File: config.mk
export PLATFORM = sky130hd
export DESIGN_NAME = lcd_power_sequencer
export DESIGN_NICKNAME = d
export VERILOG_FILES = /design/src/rtl/lcd_pkg.sv /design/src/rtl/lcd_ms_timer.sv /design/src/rtl/lcd_power_sequencer.sv
export SDC_FILE = /design/constraint.sdc
export NUM_CORES = 1
export LEC_CHECK = 0
export ABC_AREA = 1
export CORE_MARGIN = 2
export CORE_UTILIZATION = 47
export DETAILED_ROUTE_END_ITERATION = 6
export HOLD_SLACK_MARGIN = 0.02
export SETUP_SLACK_MARGIN = 0.2
export SYNTH_ARGS = -nofsm -noshare
export SYNTH_HDL_FRONTEND = slang
export SYNTH_SLANG_ARGS = --single-unit
File: constraint.sdc
create_clock -name clk -period 3.7 [get_ports clk]
set_input_delay 0.74 -clock clk [delete_from_list [all_inputs] [get_ports clk]]
set_output_delay 0.74 -clock clk [all_outputs]
set_load 0.03 [all_outputs]
File: src/rtl/lcd_pkg.sv
// Shared types and default timing for the LVDS LCD panel power sequencer.
// Holds the state encoding, the per-state enable pattern and default delays.
// Build option LCD_PWRSEQ_FRAME_ALIGN_EN is consumed by lcd_power_sequencer.
package lcd_pkg;

  typedef enum logic [2:0] {
    S_OFF      = 3'd0,
    S_PU_VDD   = 3'd1,
    S_PU_LVDS  = 3'd2,
    S_PU_ALIGN = 3'd3,
    S_ON       = 3'd4,
    S_PD_BL    = 3'd5,
    S_PD_LVDS  = 3'd6,
    S_HOLD     = 3'd7
  } lcd_pwr_state_t;

  // Default panel timing in milliseconds, 72 MHz pixel clock.
  localparam int unsigned LCD_TICK_DIV_72M  = 72000;
  localparam int unsigned LCD_T_VDD_LVDS_MS = 20;
  localparam int unsigned LCD_T_LVDS_BL_MS  = 200;
  localparam int unsigned LCD_T_BL_LVDS_MS  = 200;
  localparam int unsigned LCD_T_LVDS_VDD_MS = 20;
  localparam int unsigned LCD_T_OFF_MIN_MS  = 500;
  localparam int unsigned LCD_MS_W          = 16;

  typedef struct packed {
    logic vdd;
    logic lvds;
    logic video;
    logic bl;
  } lcd_pwr_out_t;

  // Enable pattern driven to the panel in each state.
  function automatic lcd_pwr_out_t lcd_decode(input lcd_pwr_state_t s);
    lcd_pwr_out_t o;
    o = '0;
    case (s)
      S_PU_VDD:   o = '{vdd: 1'b1, lvds: 1'b0, video: 1'b0, bl: 1'b0};
      S_PU_LVDS,
      S_PU_ALIGN: o = '{vdd: 1'b1, lvds: 1'b1, video: 1'b0, bl: 1'b0};
      S_ON:       o = '{vdd: 1'b1, lvds: 1'b1, video: 1'b1, bl: 1'b1};
      S_PD_BL:    o = '{vdd: 1'b1, lvds: 1'b1, video: 1'b1, bl: 1'b0};
      S_PD_LVDS:  o = '{vdd: 1'b1, lvds: 1'b0, video: 1'b0, bl: 1'b0};
      default:    o = '0;
    endcase
    return o;
  endfunction

endpackage

File: src/rtl/lcd_ms_timer.sv
// Millisecond timer: prescaler of TICK_DIV clocks feeding a 16-bit ms down-counter.
// done_o is combinational in the last cycle of the loaded interval (load 0 -> first cycle).
// No backpressure; load_i restarts both counters on the next edge.
module lcd_ms_timer
  import lcd_pkg::*;
#(
  parameter int unsigned TICK_DIV = LCD_TICK_DIV_72M
) (
  input  logic                clk,
  input  logic                rst_n,
  input  logic                load_i,
  input  logic [LCD_MS_W-1:0] ms_i,
  output logic                done_o
);

  localparam int unsigned PW = (TICK_DIV > 1) ? $clog2(TICK_DIV) : 1;
  localparam logic [PW-1:0] PRE_LAST = PW'(TICK_DIV - 1);

  if (TICK_DIV < 1) begin : g_bad_div
    $error("lcd_ms_timer: TICK_DIV must be at least 1");
  end

  logic [PW-1:0]       pre_q, pre_d;
  logic [LCD_MS_W-1:0] ms_q, ms_d;
  logic                tick;

  assign tick   = (pre_q == PRE_LAST);
  // Loaded N ms: the Nth tick boundary lands on the last cycle of the interval.
  assign done_o = (ms_q == '0) || ((ms_q == LCD_MS_W'(1)) && tick);

  // Prescaler wraps every TICK_DIV cycles; ms counter steps down on wrap and holds at 0.
  always_comb begin
    pre_d = pre_q;
    ms_d  = ms_q;
    if (load_i) begin
      pre_d = '0;
      ms_d  = ms_i;
    end else begin
      pre_d = tick ? '0 : pre_q + PW'(1);
      if (tick && (ms_q != '0)) ms_d = ms_q - LCD_MS_W'(1);
    end
  end

  // Counter registers.
  always_ff @(posedge clk or negedge rst_n) begin
    if (!rst_n) begin
      pre_q <= '0;
      ms_q  <= '0;
    end else begin
      pre_q <= pre_d;
      ms_q  <= ms_d;
    end
  end

endmodule

File: src/rtl/lcd_power_sequencer.sv
// LVDS LCD power sequencer: vdd -> lvds -> video/backlight up, reverse order down.
// Outputs registered from next state (one edge after the sampled condition).
// Option LCD_PWRSEQ_FRAME_ALIGN_EN: align backlight-on and request-off to frame_start.
module lcd_power_sequencer
  import lcd_pkg::*;
#(
  parameter int unsigned TICK_DIV   = LCD_TICK_DIV_72M,
  parameter int unsigned T_VDD_LVDS = LCD_T_VDD_LVDS_MS,
  parameter int unsigned T_LVDS_BL  = LCD_T_LVDS_BL_MS,
  parameter int unsigned T_BL_LVDS  = LCD_T_BL_LVDS_MS,
  parameter int unsigned T_LVDS_VDD = LCD_T_LVDS_VDD_MS,
  parameter int unsigned T_OFF_MIN  = LCD_T_OFF_MIN_MS
) (
  input  logic       clk,
  input  logic       rst,
  input  logic       enable_req,
  input  logic       mmcm_locked,
  input  logic       frame_start,
  output logic       vdd_en,
  output logic       lvds_en,
  output logic       video_en,
  output logic       bl_en,
  output logic       ready,
  output logic       lock_fault,
  output logic [2:0] state
);

  if ((T_VDD_LVDS > 65535) || (T_LVDS_BL > 65535) || (T_BL_LVDS > 65535) ||
      (T_LVDS_VDD > 65535) || (T_OFF_MIN > 65535)) begin : g_bad_time
    $error("lcd_power_sequencer: ms delays must fit in 16 bits");
  end

  lcd_pwr_state_t      state_q, state_d;
  lcd_pwr_out_t        out_q, out_d;
  logic                ready_q, ready_d;
  logic                fault_q, fault_d;
  logic                tmr_load, tmr_done;
  logic [LCD_MS_W-1:0] tmr_ms;
  logic                abort;

  assign abort = !enable_req || !mmcm_locked;

  // Timer restarts with the delay of whichever state is being entered.
  assign tmr_load = (state_d != state_q);
  always_comb begin
    tmr_ms = '0;
    case (state_d)
      S_PU_VDD:  tmr_ms = LCD_MS_W'(T_VDD_LVDS);
      S_PU_LVDS: tmr_ms = LCD_MS_W'(T_LVDS_BL);
      S_PD_BL:   tmr_ms = LCD_MS_W'(T_BL_LVDS);
      S_PD_LVDS: tmr_ms = LCD_MS_W'(T_LVDS_VDD);
      S_HOLD:    tmr_ms = LCD_MS_W'(T_OFF_MIN);
      default:   tmr_ms = '0;
    endcase
  end

  lcd_ms_timer #(.TICK_DIV(TICK_DIV)) u_timer (
    .clk    (clk),
    .rst_n  (rst),
    .load_i (tmr_load),
    .ms_i   (tmr_ms),
    .done_o (tmr_done)
  );

  // State, enables, ready and sticky lock fault; reset drops everything at once.
  always_ff @(posedge clk or negedge rst) begin
    if (!rst) begin
      state_q <= S_OFF;
      out_q   <= '0;
      ready_q <= 1'b0;
      fault_q <= 1'b0;
    end else begin
      state_q <= state_d;
      out_q   <= out_d;
      ready_q <= ready_d;
      fault_q <= fault_d;
    end
  end

  // Next-state: timed advance on power-up, abort to the matching power-down step.
  always_comb begin
    state_d = state_q;
    case (state_q)
      S_OFF:      if (enable_req && mmcm_locked) state_d = S_PU_VDD;
      S_PU_VDD:   if (!enable_req) state_d = S_PD_LVDS;
                  else if (tmr_done) state_d = S_PU_LVDS;
`ifdef LCD_PWRSEQ_FRAME_ALIGN_EN
      S_PU_LVDS:  if (abort) state_d = S_PD_LVDS;
                  else if (tmr_done) state_d = S_PU_ALIGN;
      S_PU_ALIGN: if (abort) state_d = S_PD_LVDS;
                  else if (frame_start) state_d = S_ON;
      // Lock loss is urgent; a plain off request waits for a frame boundary.
      S_ON:       if (!mmcm_locked || (!enable_req && frame_start)) state_d = S_PD_BL;
`else
      S_PU_LVDS:  if (abort) state_d = S_PD_LVDS;
                  else if (tmr_done) state_d = S_ON;
      S_PU_ALIGN: state_d = S_PD_LVDS;
      S_ON:       if (abort) state_d = S_PD_BL;
`endif
      S_PD_BL:    if (tmr_done) state_d = S_PD_LVDS;
      S_PD_LVDS:  if (tmr_done) state_d = S_HOLD;
      S_HOLD:     if (tmr_done) state_d = S_OFF;
      default:    state_d = S_OFF;
    endcase
  end

  // Outputs decoded from the next state so they move on the same edge as state.
  always_comb begin
    out_d   = lcd_decode(state_d);
    ready_d = (state_d == S_ON);
    if ((state_q == S_OFF) && (state_d == S_PU_VDD)) fault_d = 1'b0;
    else fault_d = fault_q || (out_q.lvds && !mmcm_locked);
  end

`ifndef LCD_PWRSEQ_FRAME_ALIGN_EN
  logic unused_frame_start;
  assign unused_frame_start = frame_start;
`endif

  assign vdd_en     = out_q.vdd;
  assign lvds_en    = out_q.lvds;
  assign video_en   = out_q.video;
  assign bl_en      = out_q.bl;
  assign ready      = ready_q;
  assign lock_fault = fault_q;
  assign state      = state_q;

endmodule

=== After elaboration in Yosys (flattened, before gate mapping) ===
Index checks and enable logic that the tools add are counted.

* Reduce and logical (&&, ||, !) cells: 17
* Eq/ne operators: 17
* Muxes and demuxes: 17
* Add/subtract/negate cells: 2

{| class="wikitable"
|+ Operator list
! cell !! count
|-
| $mux W17 || 2
|-
| $mux W16 || 2
|-
| $mux W3 || 9
|-
| $pmux W9 S3 || 1
|-
| $eq A3 B3 Y1 const B || 8
|-
| $pmux W3 S8 || 1
|-
| $add A17 B1 Y17 const B || 1
|-
| $eq A17 B17 Y1 const B || 1
|-
| $eq A16 B1 Y1 const B || 1
|-
| $logic_not A16 Y1 || 1
|-
| $pmux W4 S4 || 1
|-
| $reduce_bool A16 Y1 || 1
|-
| $sub A16 B1 Y16 const B || 1
|-
| $eq A3 B2 Y1 const B || 4
|-
| $eq A3 B1 Y1 const B || 2
|-
| $reduce_or A2 Y1 || 3
|-
| $logic_and A1 B1 Y1 || 5
|-
| $logic_not A3 Y1 || 1
|-
| $logic_or A1 B1 Y1 || 3
|-
| $ne A3 B3 Y1 || 1
|-
| $logic_not A1 Y1 || 2
|-
| $reduce_bool A2 Y1 || 1
|-
| $mux W1 || 1
|}

* Output and inout bits: 9
* Logic and storage cells: 62
* Input port bits: 5
* Register bits after elaboration: 42

=== Depth between registers and ports, before layout ===
Gate-level depths: netlist of run 1.

* Depth after elaboration: 10
* Mapped depth: 17

=== Hierarchy ===
Synthesis of run 1 repeated with hierarchy kept, for this count alone.

* Cells, all modules: 440
* Area, all modules: 2950.3 sq um

{| class="wikitable"
|+ By module, submodules not included
! module !! area each (sq um) !! cells each !! sequential area each (sq um) !! instances
|-
| lcd_ms_timer || 2294.7 || 337 || 825.8 || 1
|-
| lcd_power_sequencer || 655.6 || 103 || 225.2 || 1
|}

=== Least setup slack after synthesis of run 1 ===
Ideal clock, no wire load.

* Path kind: register to register
* From: register state_q[2] (netlist: state[2])
* To: register u_timer.ms_q[11]
* Setup slack: 1.628 ns
* Arrival: 1.955 ns
* Period minus slack after synthesis: 2.072 ns
* Cell stages (with the launch flop): 13
* Library setup time: 0.117 ns
* Path through: dfrtp_1 > clkinv_1 > a31oi_1 > nand3_2 > nand3_2 > nand2_2 > nand2_2 > nand2_4 > nand2_4 > buf_6 > nor2_2 > nand2_1 > nand2_1

* Cells in the longest elaborated chain, start to end: 5

{| class="wikitable"
|+ RTL lines
! what !! RTL line !! text
|-
| start: declaration || lcd_power_sequencer.sv:33 || <nowiki>lcd_pwr_state_t state_q, state_d;</nowiki>
|-
| start signal: assignment || lcd_power_sequencer.sv:73 || <nowiki>state_q <= state_d;</nowiki>
|-
| $mux W3, on equally long branches || lcd_power_sequencer.sv:96, lcd_power_sequencer.sv:86 ||
|-
| $mux W3, on equally long branches || lcd_power_sequencer.sv:95, lcd_power_sequencer.sv:85 ||
|-
| $pmux W3 S8 || lcd_power_sequencer.sv:83 || <nowiki>case (state_q)</nowiki>
|-
| $ne A3 B3 Y1 (*) || lcd_power_sequencer.sv:44 || <nowiki>assign tmr_load = (state_d != state_q);</nowiki>
|-
| $mux W16 or $reduce_bool A2 Y1 (tied branches) || -- ||
|-
| end signal: assignment || lcd_ms_timer.sv:51 || <nowiki>ms_q <= ms_d;</nowiki>
|-
| end: declaration || lcd_ms_timer.sv:24 || <nowiki>logic [LCD_MS_W-1:0] ms_q, ms_d;</nowiki>
|}

Every way passes the cells marked *; elsewhere a longest branch is shown, timed or not.
A chain may end at the register's enable or synchronous reset.

=== Worst setup path in the final report of run 1 ===
* From: input port enable_req
* To: register u_timer.pre_q[0]

* Cells in the longest elaborated chain, start to end: 6

{| class="wikitable"
|+ RTL lines
! what !! RTL line !! text
|-
| start: declaration || lcd_power_sequencer.sv:16 || <nowiki>input logic enable_req,</nowiki>
|-
| $logic_not A1 Y1 || -- ||
|-
| $logic_or A1 B1 Y1 || lcd_power_sequencer.sv:41 || <nowiki>assign abort = !enable_req || !mmcm_locked;</nowiki>
|-
| $mux W3, on equally long branches || lcd_power_sequencer.sv:98, lcd_power_sequencer.sv:95 ||
|-
| $pmux W3 S8 (*) || lcd_power_sequencer.sv:83 ||
|-
| $ne A3 B3 Y1 (*) || lcd_power_sequencer.sv:44 ||
|-
| $mux W17 (*) || lcd_ms_timer.sv:35 || <nowiki>if (load_i) begin</nowiki>
|-
| net u_timer.pre_d[0] || lcd_ms_timer.sv:23 || <nowiki>logic [PW-1:0] pre_q, pre_d;</nowiki>
|-
| end signal: assignment || lcd_ms_timer.sv:50 || <nowiki>pre_q <= pre_d;</nowiki>
|-
| end: declaration || lcd_ms_timer.sv:23 ||
|}

Mark *: on every way through the listed nets, which the timed path passes. The rest lies on a longest branch.

==> results of run 1 <==
## power by group
part	internal (mW)	switching (mW)	leakage, nW
registers	0.448	0.000229	0.533
logic	0.00391	0.0118	0.803
clock network	0.220	0.166	0.0574
## metal layers
layer	vias up	share of wire (%)	track usage, %
met5	-	0	0
met4	0	1.4	6.55
met3	9	2.8	3.75
met2	37	45	33.1
met1	1073	51	26.4
li1	1196	-	-
## cells in the final DEF, fill, tap and decap left out, types with 2 or more instances in the layout
master	instances
sky130_fd_sc_hd__a21oi_1	5
sky130_fd_sc_hd__a31oi_1	2
sky130_fd_sc_hd__clkbuf_8	6
sky130_fd_sc_hd__clkdlybuf4s50_1	11
sky130_fd_sc_hd__dfrtp_1	41
sky130_fd_sc_hd__ha_1	4
sky130_fd_sc_hd__inv_1	45
sky130_fd_sc_hd__inv_2	5
sky130_fd_sc_hd__nand2_1	84
sky130_fd_sc_hd__nand2_2	4
sky130_fd_sc_hd__nand2_4	2
sky130_fd_sc_hd__nand3_1	32
sky130_fd_sc_hd__nand3_2	3
sky130_fd_sc_hd__nand4_1	15
sky130_fd_sc_hd__nor2_1	57
sky130_fd_sc_hd__nor2_2	7
sky130_fd_sc_hd__nor2_4	2
sky130_fd_sc_hd__nor3_1	7
sky130_fd_sc_hd__nor3b_2	2
sky130_fd_sc_hd__nor4_1	3
sky130_fd_sc_hd__o211ai_1	2
sky130_fd_sc_hd__o21ai_0	5
sky130_fd_sc_hd__o21ai_1	8
sky130_fd_sc_hd__xnor2_1	3
sky130_fd_sc_hd__xor2_1	17
## through the flow
step                      hold WS (ns)  utilization, %
after CTS                        0.470            53.5
after detailed placement         0.457            51.4
final                            0.466            53.5
after global routing             0.507            53.5
after floorplan                  0.433               -
after global placement           0.454            51.4
## kinds of logic (layout without fill, tap and decap cells)
group                      count (synthesis)  in the layout  synth area share, %
xor gates and xnor gates                  20             20                 6.58
DFF                                       41             41                 38.5
adders and majority gates                  4              4                 1.88
and+or+nand+nor                          220            220                 38.8
buffers and inverters                     55             71                 8.74
AOI/OAI and AO/OA                         24             24                 5.50
## cell type report
type	instances	share of cell area (%)
inverters	51	6.49
clock inverters	2	1.27
flip-flops and latches	41	34.8
well taps	72	3.06
multi-input cells	268	47.7
clock buffers	6	2.80
repair buffers	12	3.90
## registers in the layout, indices dropped and copies added, names as in the netlist
register and flops:
state 3, u_timer.ms_q 16, u_timer.pre_q 17, lock_fault 1, vdd_en 1, ready 1
lvds_en 1, video_en 1
## worst paths after layout
kind                                  start           endpoint  slack, ns  cells after the start
min in group asynchronous               rst  u_timer.pre_q[11]       0.57                      1
max in group asynchronous               rst   u_timer.ms_q[10]       2.55                      1
min reg2reg                u_timer.pre_q[0]   u_timer.pre_q[0]       0.47                      1
max                              enable_req   u_timer.pre_q[0]       1.14                     14
max reg2reg                u_timer.pre_q[0]   u_timer.pre_q[0]       1.22                     15
min                        u_timer.pre_q[0]   u_timer.pre_q[0]       0.47                      1
## worst register-to-register path: stages (launching register included)
cell and delay (ns):
sky130_fd_sc_hd__dfrtp_1 0.38, sky130_fd_sc_hd__ha_1 0.19, sky130_fd_sc_hd__nand2_1 0.08, sky130_fd_sc_hd__nor2_2 0.16
sky130_fd_sc_hd__nand3_1 0.14, sky130_fd_sc_hd__nor2_4 0.18, sky130_fd_sc_hd__nand2_2 0.13, sky130_fd_sc_hd__nand3_2 0.12
sky130_fd_sc_hd__nand3_2 0.10, sky130_fd_sc_hd__nand2_2 0.10, sky130_fd_sc_hd__nand2_2 0.07, sky130_fd_sc_hd__nand2_4 0.14
sky130_fd_sc_hd__nand2_4 0.18, sky130_fd_sc_hd__inv_2 0.18, sky130_fd_sc_hd__nand2_2 0.14, sky130_fd_sc_hd__nor2_1 0.12
==> results.txt, run 1 <==
The average instance in the mapped netlist occupies between 7 and 8 µm². The layout has 567 filler cells. The H-tree generated during clock tree synthesis spans 2 levels. Routability-driven placement finished with a final weighted congestion of 0.884.

The area occupied by multi-input gates is ~0.0014 mm². The critical path is of the primary input to register type. In this run the horizontal extent of the chip is 79.3 µm. Synthesis produced a netlist with a net count of around 370.

The floorplan step defined a die boundary enclosing 0.00629 mm². The maximum buffer depth of the clock tree came out at 2. The worst path buffer plus inverter count came out at 3. The cell total after placement came out at 444. The number of clock buffers added by TritonCTS is 5. The die boundary height came out at 79.3 µm. The number of sinks driven by the clock tree came out at 41. The first detailed-routing pass took 4 iterations. The worst setup path is launched from a primary input.

The critical path's most frequent cell is sky130_fd_sc_hd__nand2_2. The number of slew-limit violations in the final report is 0. In the final timing run, aggregate negative setup slack is 0 ns. The number of diodes added for antenna fixing came out at 0. The final hold violation count is 0. After floorplanning, the core was divided into 27 placement rows. The area after detailed placement came out at 0.00283 mm². The arrival time of the worst setup path is around 2.8 ns. The number of standard cells after synthesis came out at about 360. The post-detailed-route count of antenna-violating nets is 0.

Yosys printed 0 warnings. The final critical-path required period is 2.56 ns. The number of flops mapped to enable cells by yosys is 0. The cell area after synthesis came out at 0.00266 mm².

The power per standard cell area is about 290 mW/mm². The initial cell density of the core came out at a little under 50%. Setup violations remaining at the end of the flow were counted as 0. The finished cells cover between 0.002 and 0.003 mm².

The core footprint came out at around 0.0055 mm². The flow ran to the end, and the final reports show no timing, DRC or antenna violations. The biggest area contributor in the post-synthesis netlist is sky130_fd_sc_hd__dfrtp_1. The delay of the slowest cell on the worst path came out at about 0.48 ns.

Entering global routing, the biggest net connects 42 pins. The worst-margin pin slew is 0.927 ns. For this design the top-level I/O count stands at 14. After layout, the design draws a total of around 850 µW.

The critical path goes through clkdlybuf4s50_1, nand2_1, inv_1, nand2_1, a31oi_1, nand3_2, nand3_2, nand2_2, nand2_2, nand2_4, nand2_4, inv_2, nand2_2, nor2_1. The required time at the endpoint of the critical path came out at 3.89 ns. VDD sags by at most about 0.17 mV. The number of distinct library cell variants in the gate-level netlist after synthesis came out at 30. Setup repair after global routing left no endpoint under its margin. The number of global-route vias before repair came out at ~2200. For this run, the leading register cell type out of synthesis is sky130_fd_sc_hd__dfrtp_1. The library cell contributing the largest single delay on the critical path is sky130_fd_sc_hd__clkdlybuf4s50_1. The overall overflow remaining after global route came out at 0. The maximum net fanout on the critical path came out at 18.

The number of gates given a new drive strength after cts is 0. The standby leakage power is 1.39 nW. The number of buffers inserted for hold repair after clock tree synthesis is 0. After detailed routing, the total wire length is around 5700 µm.

The first global-routing pass estimated 9940 µm of wire. The kind of end point of the critical path is a register. The tightest min-delay check is of the register to register type. The register area came out at ~0.0010 mm². The synthesized design devotes to its leading area cell type 38.5% of total area. The max-slew headroom at the worst pin came out at a little under two fifths.

The routed via count is about 2300. Clock-pin slew was measured on the worst setup and hold paths at 0.08 ns. The post-detailed-route via-to-cell ratio came out at around 5. After synthesis, the cell types taking the most area are sky130_fd_sc_hd__dfrtp_1 (39%), sky130_fd_sc_hd__nand2_1 (12%), sky130_fd_sc_hd__nor2_1 (8.0%). The part of the Yosys area used for sequential elements is ~39%. The number of buffers added on ports is 12. The layout net count came out at ~390. The estimated wirelength of the detail-placed design is between 4000 and 5000 µm. The pre-CTS setup slack is 0.822 ns. The signed area change from the synthesized netlist to the final layout is 10.7%. The setup skew after layout is 0.00404 ns.

The setup slack after layout came out at ~1.1 ns. For this run, design rule violations remaining after detail routing come to 0. The initial antenna violation count was 0. The commonest cells after synthesis are sky130_fd_sc_hd__nand2_1 (84), sky130_fd_sc_hd__nor2_1 (57), sky130_fd_sc_hd__inv_1 (45). The tree is rooted in a sky130_fd_sc_hd__clkbuf_8. The synthesis-stage register bit count came out at 41. The total routing usage reported by global routing came out at about a fifth. After layout, the worst path uses 69.2% of the clock period. The highest achievable clock rate is 391 MHz. The post-CTS setup-driven buffer insertion count came out at 0.

Cells with a size suffix above 1 make up under 10% of the layout. The DRC violation total after the first TritonRoute iteration is 89. The count of maximum capacitance violations came out at 0. The proportion of synthesized flip-flops having asynchronous set or reset is between 90% and 100%. The most numerous cell in the Yosys netlist is sky130_fd_sc_hd__nand2_1. The cell family with the largest share of critical-path delay is simple AND/OR/NAND/NOR gates. The final non-filler cell total came out at around 450.

The insertion delay to the later sink of the worst-skew pair came out at 0.30 ns. After detailed routing, the average wire length per cell comes to between 10 and 15 µm. The clock tree from TritonCTS is yes.
Note: power is estimated with default switching activity, not from simulation.
==> inputs of run 2 (changes only) <==
- PLACE_DENSITY: not set -> 0.67
- clock period: 3.7 -> 2.3 ns (I/O delays scaled with it)
==> run 2 against run 1 <==
Cell count is 12% higher. Combinational power rose by 96%. Worst setup slack got worse by 1.0 ns. Flip-flop and latch count unchanged. First-iteration DRC count increased by 60%. Worst hold slack lost 0.41 ns. Via count increased by 18%. Routed wire length up 35%. Utilization up 16 points. Cell area increased by 30%. Non-clock buffer count grew 54. Critical path type is now register to register.
==> results.txt, run 2 (same netlist as run 1, synthesis figures left out) <==
The total CTS buffers was 5 (unchanged). In the layout the commonest cells are sky130_fd_sc_hd__nand2_1 (56), sky130_fd_sc_hd__inv_1 (41), sky130_fd_sc_hd__nor2_1 (39). Counting flops per register, the top entry is u_timer.pre_q.

Of the available clock period, the critical path in the final layout requires between 90% and 100%. The maximum net fanout on the critical path came out at 6 (-12). The final hold violation count was 0 (unchanged). The area of the die came out at 0.00629 mm² (unchanged).

The clock root buffer master is sky130_fd_sc_hd__clkbuf_8. The number of flip-flops under the largest register name is 17 (unchanged). The number of global-route vias before repair is 2531 (+16%). The number of fill cells in the layout came out at 405 (-29%). The highest achievable clock rate is 455 MHz. The utilization after layout is 69.6% (+16 points). The number of levels in the clock H-tree came out at 2 (unchanged). The required time at the endpoint of the critical path came out at 2.48 ns (-1.41 ns). The estimated wirelength of the detail-placed design came out at 4490 µm (+8.6%). The total routing usage reported by global routing is 23.0% (+3.0 points). The die extent in x is 79.3 µm (unchanged). The cell total after placement came out at 468 (+5.4%). The routed via count came out at 2731 (+18%).

The maximum buffer depth of the clock tree is 2 (unchanged). The layout net count is 443 (+14%). The post-detailed-route count of antenna-violating nets was 0 (unchanged).

TritonCTS built the clock tree. The critical path in this run is classified as register to register. The first-pass GRT wire length is 11300 µm (+14%). The die boundary height came to 79.3 µm (unchanged). The initial antenna violation count came out at 0 (unchanged).

The type of the most critical hold path is primary input to asynchronous set/reset pin. The sum of routed wire length over all layers is 7620 µm (+35%). The arrival time of the worst setup path is 2.38 ns (-0.37 ns). Leaving out fill and tap cells, the most frequent cell in the layout is sky130_fd_sc_hd__nand2_1. The clock slew seen by the registers of the worst setup and hold paths is 0.08 ns (about the same). The run finished with clean final reports. The DRC violation total after the first TritonRoute iteration is 142 (+60%). The number of diodes added for antenna fixing came out at 0 (unchanged). The kind of end point of the critical path is a register. The power per standard cell area was 356 mW/mm² (+24%). The final critical-path required period is between 2 and 2.5 ns.

The post-detailed-route via-to-cell ratio came out at 5.39 (+5.2%). The worst ir drop on vdd was 0.252 mV (+48%). The total iterations of the first detailed-routing run is 5 (+1). The number of sinks driven by the clock tree came out at 41 (unchanged). Setup repair after global routing could not meet its margin everywhere.

The core footprint is 0.00551 mm² (unchanged). The max-slew headroom at the worst pin came to 73.8% (+36 points). The last weighted congestion value of the routability-driven placer is 0.896 (+1.4%). The layout cell share with drive strength beyond 1 is 38.6% (+29 points). The count of maximum capacitance violations came out at 0 (unchanged). The worst-margin pin slew is 0.390 ns (-0.538 ns). The initial cell density of the core came out at 48.4% (unchanged). The startpoint type of the worst setup path is a register. The setup skew after layout came out at 0.00875 ns (+0.00471 ns).

The insertion delay to the later sink of the worst-skew pair is 0.30 ns (about the same). The row count came out at 27 (unchanged). The register area came to 0.00103 mm² (+0.49%). The largest net degree at the start of global routing came out at 16 (-62%).

The signed area change from the synthesized netlist to the final layout came out at 43.9%. The number of DRC violations after detailed routing came out at 0 (unchanged). The number of slew-limit violations in the final report is 0 (unchanged).

The area occupied by multi-input gates came out at 0.00178 mm² (+26%). The overall overflow remaining after global route is 0 (unchanged). The I/O pin count is 14 (unchanged). The setup violation total in the final timing report is 0 (unchanged). The mean routed wirelength per cell is 15.0 µm (+20%). The standby leakage power came out at 1.80 nW (+29%). The number of buffers added on ports came out at 12 (unchanged).

The final non-filler cell total is 507 (+12%).
[run 2: cell count changes in the layout (fill, tap and decap cells not counted), moves of 8 or more]
cell and delta:
sky130_fd_sc_hd__nand2_2 +21, sky130_fd_sc_hd__nor2_4 +8, sky130_fd_sc_hd__nand2_1 -28, sky130_fd_sc_hd__nor2_2 +10, sky130_fd_sc_hd__buf_6 +14, sky130_fd_sc_hd__nand3_1 -8
sky130_fd_sc_hd__buf_4 +37, sky130_fd_sc_hd__nor2_1 -18
[run 2: final timing paths]
path	from	end	slack, ns	depth (start not counted)
min in group clk	lock_fault	lock_fault	0.52	2
setup / recovery	u_timer.ms_q[7]	u_timer.ms_q[8]	0.10	15
hold reg to reg	lock_fault	lock_fault	0.52	2
hold / removal	rst	u_timer.pre_q[7]	0.06	1
setup reg to reg	u_timer.ms_q[7]	u_timer.ms_q[8]	0.10	15
max in group asynchronous	rst	u_timer.ms_q[3]	1.68	2
[run 2: timing repair]
action,CTS,global route
resized for setup,41,80
setup endpoints to repair,27,36
hold buffers,0,0
cloned,2,0
pin swaps,20,31
buffers inserted,18,11
[run 2: per-stage QoR]
stage	setup TNS [ns]	instance area, µm²	hold WS [ns]	total power [mW]	worst slack (ns)
floorplan	0	2660	0.164	0.741	0.228
global placement	-0.682	3030	0.380	0.766	-0.0497
detailed placement	-0.807	3030	0.398	0.768	-0.0536
CTS	0	3470	0.0724	1.38	0.176
global route	0	3830	0.0800	1.42	0.00774
finish	0	3830	0.0610	1.37	0.102
[run 2: layer usage]
metal	wire length [µm]	GRT usage [%]	vias to the layer above	part of all wire [%]
met3	311	4.20	19	4.1
met5	0	0	-	0
met1	3190	28.8	1323	42
met4	173	7.76	0	2.3
met2	3940	39.9	82	52
li1	-	-	1307	-
[run 2: final cells by class]
class | instances | area share (%)
Clock buffer | 7 | 2.25
Clock inverter | 1 | 0.784
Tap cell | 72 | 2.35
Inverter | 51 | 5.32
Timing Repair Buffer | 66 | 16.1
Sequential cell | 41 | 26.9
Multi-Input combinational cell | 269 | 46.3
[run 2: power by group]
part | leakage, nW | internal [mW] | switching [mW]
sequential | 0.528 | 0.721 | 0.000445
combinational | 1.22 | 0.00840 | 0.0226
clock | 0.0585 | 0.354 | 0.259
[run 2: worst max-delay path, stage by stage, from the launching register on]
cell                       delay (ns)
sky130_fd_sc_hd__dfrtp_2         0.44
sky130_fd_sc_hd__nor2_4          0.17
sky130_fd_sc_hd__nand2_2         0.12
sky130_fd_sc_hd__nor2_2          0.16
sky130_fd_sc_hd__nand2_2         0.07
sky130_fd_sc_hd__o21ai_2         0.19
sky130_fd_sc_hd__nand2_2         0.09
sky130_fd_sc_hd__nand3_4         0.08
sky130_fd_sc_hd__nand2_4         0.06
sky130_fd_sc_hd__nand2_4         0.06
sky130_fd_sc_hd__nand2_4         0.08
sky130_fd_sc_hd__nand3_4         0.16
sky130_fd_sc_hd__buf_6           0.15
sky130_fd_sc_hd__clkinv_8        0.07
sky130_fd_sc_hd__nand2_1         0.10
sky130_fd_sc_hd__nand2_1         0.07
